**src/rtl/term_decoder_pkg.sv**
```systemverilog
// rtl/term_decoder_pkg.sv - shared types, defaults and level-to-code helper for term_decoder
package term_decoder_pkg;

    localparam int BIN_W_DEF   = 3;
    localparam int THERM_W_DEF = (1 << BIN_W_DEF) - 1;

    typedef enum logic {IDLE = 1'b0, RAMP = 1'b1} state_e;

    // Thermometer code with the low `level` bits set; callers truncate to their width.
    function automatic logic [31:0] bin2therm(input int unsigned level);
        bin2therm = (32'd1 << level) - 32'd1;
    endfunction

endpackage

```
**src/rtl/term_decoder_step_timer.sv**
```systemverilog
// rtl/term_decoder_step_timer.sv - dwell counter that ticks once every STEP_CYCLES enabled cycles
module term_decoder_step_timer #(
    parameter int STEP_CYCLES = 1
) (
    input  logic clk_i,
    input  logic rst_ni,
    input  logic clear_i,
    input  logic enable_i,
    output logic tick_o
);

    localparam int CW = $clog2(STEP_CYCLES + 1);

    logic [CW-1:0] count_q, count_d;

    assign tick_o = enable_i && (count_q == CW'(STEP_CYCLES - 1));

    always_comb begin
        count_d = count_q;
        if (clear_i) begin
            count_d = '0;
        end else if (enable_i) begin
            count_d = tick_o ? '0 : count_q + CW'(1);
        end
    end

    always_ff @(posedge clk_i or negedge rst_ni) begin
        if (!rst_ni) begin
            count_q <= '0;
        end else begin
            count_q <= count_d;
        end
    end

endmodule

```
**src/rtl/term_decoder.sv**
```systemverilog
// rtl/term_decoder.sv - binary-to-thermometer decoder that slews one segment per dwell period
module term_decoder
    import term_decoder_pkg::*;
#(
    parameter int BIN_W       = BIN_W_DEF,
    parameter int THERM_W     = 2**BIN_W - 1,
    parameter int STEP_CYCLES = 1
) (
    input  logic               clk_i,
    input  logic               rst_ni,
    input  logic               enable_i,
    input  logic [BIN_W-1:0]   binary_i,
    input  logic               valid_i,
    output logic               ready_o,
    output logic [THERM_W-1:0] thermometer_o,
    output logic               busy_o,
    output logic               done_o
);

    state_e             state_q, state_d;
    logic [BIN_W-1:0]   level_q, level_d;
    logic [BIN_W-1:0]   target_q, target_d;
    logic [THERM_W-1:0] therm_q, therm_d;
    logic               busy_q, busy_d;
    logic               done_q, done_d;
    logic               accept;
    logic               timer_en;
    logic               tick;

    assign accept   = valid_i && ready_o;
    assign timer_en = enable_i && (state_q == RAMP);

    term_decoder_step_timer #(
        .STEP_CYCLES (STEP_CYCLES)
    ) u_step_timer (
        .clk_i    (clk_i),
        .rst_ni   (rst_ni),
        .clear_i  (accept),
        .enable_i (timer_en),
        .tick_o   (tick)
    );

    always_ff @(posedge clk_i or negedge rst_ni) begin
        if (!rst_ni) begin
            state_q  <= IDLE;
            level_q  <= '0;
            target_q <= '0;
            therm_q  <= '0;
            busy_q   <= 1'b0;
            done_q   <= 1'b0;
        end else begin
            state_q  <= state_d;
            level_q  <= level_d;
            target_q <= target_d;
            therm_q  <= therm_d;
            busy_q   <= busy_d;
            done_q   <= done_d;
        end
    end

    // done is a pulse: it falls on every edge it is not re-asserted, including frozen ones.
    always_comb begin
        state_d  = state_q;
        level_d  = level_q;
        target_d = target_q;
        busy_d   = busy_q;
        done_d   = 1'b0;
        if (enable_i) begin
            case (state_q)
                IDLE: begin
                    if (accept) begin
                        target_d = binary_i;
                        if (binary_i == level_q) begin
                            done_d = 1'b1;
                        end else begin
                            state_d = RAMP;
                            busy_d  = 1'b1;
                        end
                    end
                end
                RAMP: begin
                    if (tick) begin
                        level_d = (target_q > level_q) ? level_q + BIN_W'(1)
                                                       : level_q - BIN_W'(1);
                        if (level_d == target_q) begin
                            state_d = IDLE;
                            busy_d  = 1'b0;
                            done_d  = 1'b1;
                        end
                    end
                end
                default: state_d = IDLE;
            endcase
        end
        therm_d = THERM_W'(bin2therm(32'(level_d)));
    end

    always_comb begin
        ready_o       = enable_i && (state_q == IDLE);
        thermometer_o = therm_q;
        busy_o        = busy_q;
        done_o        = done_q;
    end

endmodule

```
**config.mk**
```make
export PLATFORM = sky130hd
export DESIGN_NAME = term_decoder
export DESIGN_NICKNAME = d
export VERILOG_FILES = /design/src/rtl/term_decoder_pkg.sv /design/src/rtl/term_decoder_step_timer.sv /design/src/rtl/term_decoder.sv
export SDC_FILE = /design/constraint.sdc
export NUM_CORES = 1
export LEC_CHECK = 0
export ABC_CLOCK_PERIOD_IN_PS = 4500
export BUFFER_PORTS_ARGS = -buffer_cell sky130_fd_sc_hd__buf_2
export CORE_MARGIN = 2
export CORE_UTILIZATION = 40
export CTS_CLUSTER_DIAMETER = 50
export CTS_CLUSTER_SIZE = 8
export DETAILED_ROUTE_END_ITERATION = 8
export GPL_TIMING_DRIVEN = 1
export SLEW_MARGIN = 20
export SYNTH_ARGS = -nofsm -noshare
export SYNTH_HDL_FRONTEND = slang
export SYNTH_SLANG_ARGS = --single-unit
```
**constraint.sdc**
```tcl
create_clock -name clk_i -period 4.5 [get_ports clk_i]
set_input_delay 0.45 -clock clk_i [delete_from_list [all_inputs] [get_ports clk_i]]
set_output_delay 0.45 -clock clk_i [all_outputs]
set_load 0.005 [all_outputs]
```
* Word-level counts from Yosys, hierarchy flattened
Index checks and enable logic that the tools add are counted.
Word-level totals: word-level logic and storage cells 51, input bits 7, output and inout bits 10, register bits 17
Operators by class: order comparisons 1, equality and inequality tests 6, bitwise operators 2, shift operators 1, reductions and logical operators 7, add/subtract/negate cells 4, multiplexer cells 23
Operators by type and width (number):
- 1-bit two-way mux | 16
- 3-bit two-way mux | 4
- 1-bit by 3-bit << shifter with 7-bit output (first input constant) | 1
- 7-bit by 1-bit subtractor with 7-bit output (second input constant) | 1
- 3-bit == test | 2
- 1-bit one-hot mux with 2 select lines | 3
- 5-bit AND reduction | 1
- 1-bit logical AND | 4
- 2-bit by 1-bit != test with 1-bit output (second input constant) | 2
- 2-bit != test (second input constant) | 2
- 3-bit by 1-bit adder with 3-bit output (second input constant) | 1
- 3-bit greater-than comparator | 1
- 3-bit AND reduction | 1
- 3-bit by 1-bit subtractor with 3-bit output (second input constant) | 1
- 1-bit NOT | 2
- 2-bit nonzero test | 1
- 1-bit adder (second input constant) | 1

* Depth between registers and ports, before layout
depth after elaboration 7, mapped depth 15, depth with buffers taken out 15

* Cells and area by module
Synthesis repeated with hierarchy kept, for this count alone.
Second synthesis, totals: cell total of the unflattened synthesis 82, area total of the unflattened synthesis 895.9 µm²
By module, submodules not included:
- term_decoder | times used 1, sequential area each 400.4 µm², area an instance 849.6 µm², cells each 79
- term_decoder_step_timer | times used 1, sequential area each 25.0 µm², area an instance 46.3 µm², cells each 3

* Worst setup path before layout
Ideal clock, no wire load.
path type register to register, start point reg level_q[2], end point reg therm_q[6], in the netlist thermometer_o[6], arrival 3123 ps, data required time 4434 ps, path buffers 0, slack 1311 ps, clock period less this slack 3189 ps, stages on the path, launching flop included 16, library setup time 66 ps, cells stage by stage dfrtp_1 > inv_1 > ha_1 > a21oi_1 > a21oi_1 > fa_1 > a211o_1 > a31oi_2 > xnor2_2 > nor2_1 > nand2_1 > ha_1 > inv_1 > or2_2 > mux2i_1 > a31o_1
Between the ends: word-level cells in the longest chain between the ends 7, elaborated cells between the ends (all ways) 9, classes of those cells 3 x add/sub; 1 x order compare; 1 x shift; 4 x mux
Ends and longest elaborated chain:
- start, declared | line term_decoder.sv:21 | logic [BIN_W-1:0] level_q, level_d;
- start signal, assigned | line term_decoder.sv:53 | level_q <= level_d;
- 3-bit by 1-bit subtractor with 3-bit output, or another cell as far along | line term_decoder.sv:84 | : level_q - BIN_W'(1);
- 3-bit two-way mux | line term_decoder.sv:83 | level_d = (target_q > level_q) ? level_q + BIN_W'(1)
- 3-bit two-way mux | line term_decoder.sv:82 | if (tick) begin
- 3-bit two-way mux | line term_decoder.sv:69 | case (state_q)
- 3-bit two-way mux * | line term_decoder.sv:68 | if (enable_i) begin
- net level_d[2] | line term_decoder.sv:21
- 1-bit by 3-bit << shifter with 7-bit output * | line term_decoder_pkg.sv:11 | bin2therm = (32'd1 << level) - 32'd1;
- 7-bit by 1-bit subtractor with 7-bit output * | line term_decoder_pkg.sv:11
- net therm_d[6] | line term_decoder.sv:23 | logic [THERM_W-1:0] therm_q, therm_d;
- end signal, assigned | line term_decoder.sv:55 | therm_q <= therm_d;
- end, declared | line term_decoder.sv:23
Mark *: on every way through the listed nets, which the timed path passes. The rest lies on a longest branch. A chain may end at the register's enable or synchronous reset.

* Worst setup path in the final report
Same ends and word-level chain as after synthesis.

==> run summary <==
The run finished with clean final reports. The first-pass iteration count of the detailed router was 3. The tools report the tightest slew margin relative to the limit as 66.2%.

Clock-pin slew was measured on the worst setup and hold paths at 0.10 ns. The worst hold slack came out at 0.0590 ns. The maximum clock rate was 0.287 GHz; the number of different library cells in the post-synthesis netlist was 27. The number of inserted diodes is 0. In this run the worst hold path is classified as in -> async. In this run the worst path has a maximum fanout of 8.

The synthesized netlist occupies a cell area of 882 um^2. The run gives 1 as the CTS H-tree depth. The longest clock path from root to sink contains 2 buffers.

Synthesis produced 79 cells. The run gives 0 as the post-CTS resize count. TritonCTS built the clock tree.

In this run the standard cell core region covers 2150 um^2. Buffers inserted to repair hold after CTS numbered 0. The final hold violation count was 0. Setup violations remaining at the end of the flow were counted as 0. The initialized floorplan defines 17 standard-cell rows.

Cells with a size suffix above 1 make up 28.3% of the layout. The tools report the root cell of the clock tree as clkbuf_4. Startpoint class of the critical path: a register.

Once detail routing completed, the nets flagged for antenna violations numbered 0. The run gives 3.72 ns as the arrival time of data at the critical path endpoint. The Yosys warning count was 0.

For this block, the routed nets add up to 1450 um of wire. In this run the critical register-to-register path is captured at thermometer_o[6]. The later pin in the worst-skew pair is clocked with a latency of 0.29 ns. The logs give 593 for the number of global-route vias before repair and 0 for the total setup buffers inserted after CTS. For the number of antenna violations at the first check in global routing, the log shows 0. The tools report the launch point of the worst path as level_q[2]. The average wire per standard cell came out at 11.4 um. Setup repair after global routing left no endpoint under its margin.

The final period demand of the worst path came out at 3.49 ns. Number of primary I/O pins: 17. Routability-driven placement finished with a final weighted congestion of 0.742. The tools report the largest net degree at the start of global routing as 18. Counting flops and latches in the post-synthesis netlist gives 17. The final design utilization came out at 47.7%.

Global routing finished with a remaining overflow of 0. In this run the vertical extent of the chip is 51.0 um. Final period utilization: 77.5%. The area growth from synthesis to layout is 16.2%. Detailed routing inserted a total of 641 vias.

Wire length of the first global-routing pass: 2530 um. In this run the cell area measured after placement is 997 um^2. For the global-route usage over all layers, the log shows 13.5%.

Summed over all nets, the half-perimeter wirelength after detailed placement is 1140 um. The sort of element at the end of the critical path is a register. The start of the worst register-to-register path is level_q[2]. In this run the tool buffered the top-level ports with 16 buffer cells. The mean post-synth cell area is 11.2 um^2.

The depth of the worst register-to-register path works out to 15. Type of the setup path with the least slack: reg -> reg. The worst clock skew was 0.00546 ns; the starting density of the core was 41.1%. The max-cap violation count is 0. The reg-to-reg setup timing slack was 1.01 ns. CTS buffer count: 3. The pin slew with the least headroom to its limit is 0.504 ns, and the critical path data required time is 4.73 ns. In the routed design, unresolved DRC markers number 0. The total clock sinks was 17. The fraction of the yosys area taken by sequential cells was 48.2%; the max-slew violation count was 0.

The tools report the layout net count as 112. The finished cells cover 1020 um^2. The average via count per standard cell came out at 5.05. The number of nets produced by synthesis came out at 91. From left edge to right edge, the die measures 51.0 um. The logs give 0 ns for the setup TNS and 5 for the DRC marker count from the first detailed-route iteration. The die covers 2600 um^2.
[cells in the mapped netlist, drive strengths merged]
cell | instances | area share (%)
dfrtp | 17 | 48
xnor2 | 10 | 11
inv | 8 | 3.4
nand2 | 5 | 2.1
nand3 | 5 | 2.8
ha | 4 | 5.7
mux2 | 3 | 3.8
nand3b | 3 | 2.6
nor2 | 3 | 1.3
o21ai | 3 | 1.7
a21oi | 2 | 1.1
and2 | 2 | 1.4
and3 | 2 | 2.0
o211ai | 2 | 1.7
a211o | 1 | 0.99
a22o | 1 | 0.99
a31o | 1 | 0.99
a31oi | 1 | 1.4
fa | 1 | 2.3
mux2i | 1 | 1.1
nor2b | 1 | 0.71
o21a | 1 | 0.85
or2 | 1 | 0.71
or4 | 1 | 1.3
[area by class of cell]
| cell class | instances | area [um^2] |
|---|---|---|
| clock buffers | 3 | 22.5 |
| repair buffers | 16 | 80.1 |
| clock inverters | 1 | 5.00 |
| multi-input cells | 54 | 427 |
| well taps | 28 | 35.0 |
| flip-flops and latches | 17 | 425 |
| inverters | 8 | 30.0 |
| fillers | 214 | 1120 |
[critical path: stages (launching register included)]
cell and delay [ns]:
dfrtp_1 0.40, inv_1 0.12, ha_1 0.35, a21oi_1 0.23, a21oi_1 0.12, fa_1 0.41, a211o_1 0.27, a31oi_2 0.23
xnor2_2 0.23, nor2_1 0.11, nand2_1 0.11, ha_1 0.21, inv_1 0.09, or2_2 0.31, mux2i_1 0.12, a31o_1 0.10
[registers in the layout, indices dropped and copies added, names as in the netlist]
register,count
busy_o,1
target_q,3
thermometer_o,7
level_q,3
u_step_timer.count_q,1
state_q,1
done_o,1
[per-stage QoR]
| stage | worst slack (ns) | cells |
|---|---|---|
| final | 1.01 | 127 |
| after CTS | 0.983 | 127 |
| after global routing | 0.708 | 127 |
| after floorplan | 1.31 | 79 |
| after detailed placement | 1.05 | 123 |
| after global placement | 1.09 | 123 |
[cells by family (layout without fill, tap and decap cells)]
kind of cell / count (synthesis) / count (layout) / share of synthesized area [%]
AND/OR/NAND/NOR: 23 / 23 / 14.9
flip-flops: 17 / 17 / 48.2
AO/OA/AOI/OAI: 12 / 12 / 9.79
XOR/XNOR: 10 / 10 / 10.8
buffers and inverters: 8 / 28 / 3.40
adder cells (fa/ha/maj): 5 / 5 / 7.94
multiplexers: 4 / 4 / 4.96
[placed cells by master (no fill, tap or decap)]
master,Yosys,routed
dfrtp_1,17,17
buf_2,0,16
xnor2_1,9,9
inv_1,8,8
nand2_1,5,5
nand3_1,5,5
ha_1,4,4
nand3b_1,3,3
nor2_1,3,3
mux2_2,3,3
clkbuf_4,0,3
a21oi_1,2,2
and2_1,2,2
o211ai_1,2,2
o21ai_0,2,2
and3_4,1,1
a211o_1,1,1
a31oi_2,1,1
xnor2_2,1,1
o21ai_1,1,1
or2_2,1,1
mux2i_1,1,1
a31o_1,1,1
nor2b_1,1,1
or4_4,1,1
and3_1,1,1
o21a_1,1,1
a22o_1,1,1
fa_1,1,1
clkinv_2,0,1
[per-layer routing]
metal  routed length (um)  GRT usage [%]
met5                    0              0
met2                  695           21.0
met1                  650           16.1
met4                   42           9.46
met3                   59           3.80
[worst max path at each step]
stage | to | cells after the start
final | thermometer_o[6] | 15
after global routing | thermometer_o[6] | 15
after CTS | thermometer_o[6] | 15
after detailed placement | thermometer_o[6] | 15
after global placement | thermometer_o[6] | 15
after floorplan | thermometer_o[6] | 15
Power is not shown: default switching activity piles up to over one toggle a cycle in this logic, so the estimate is an artifact.
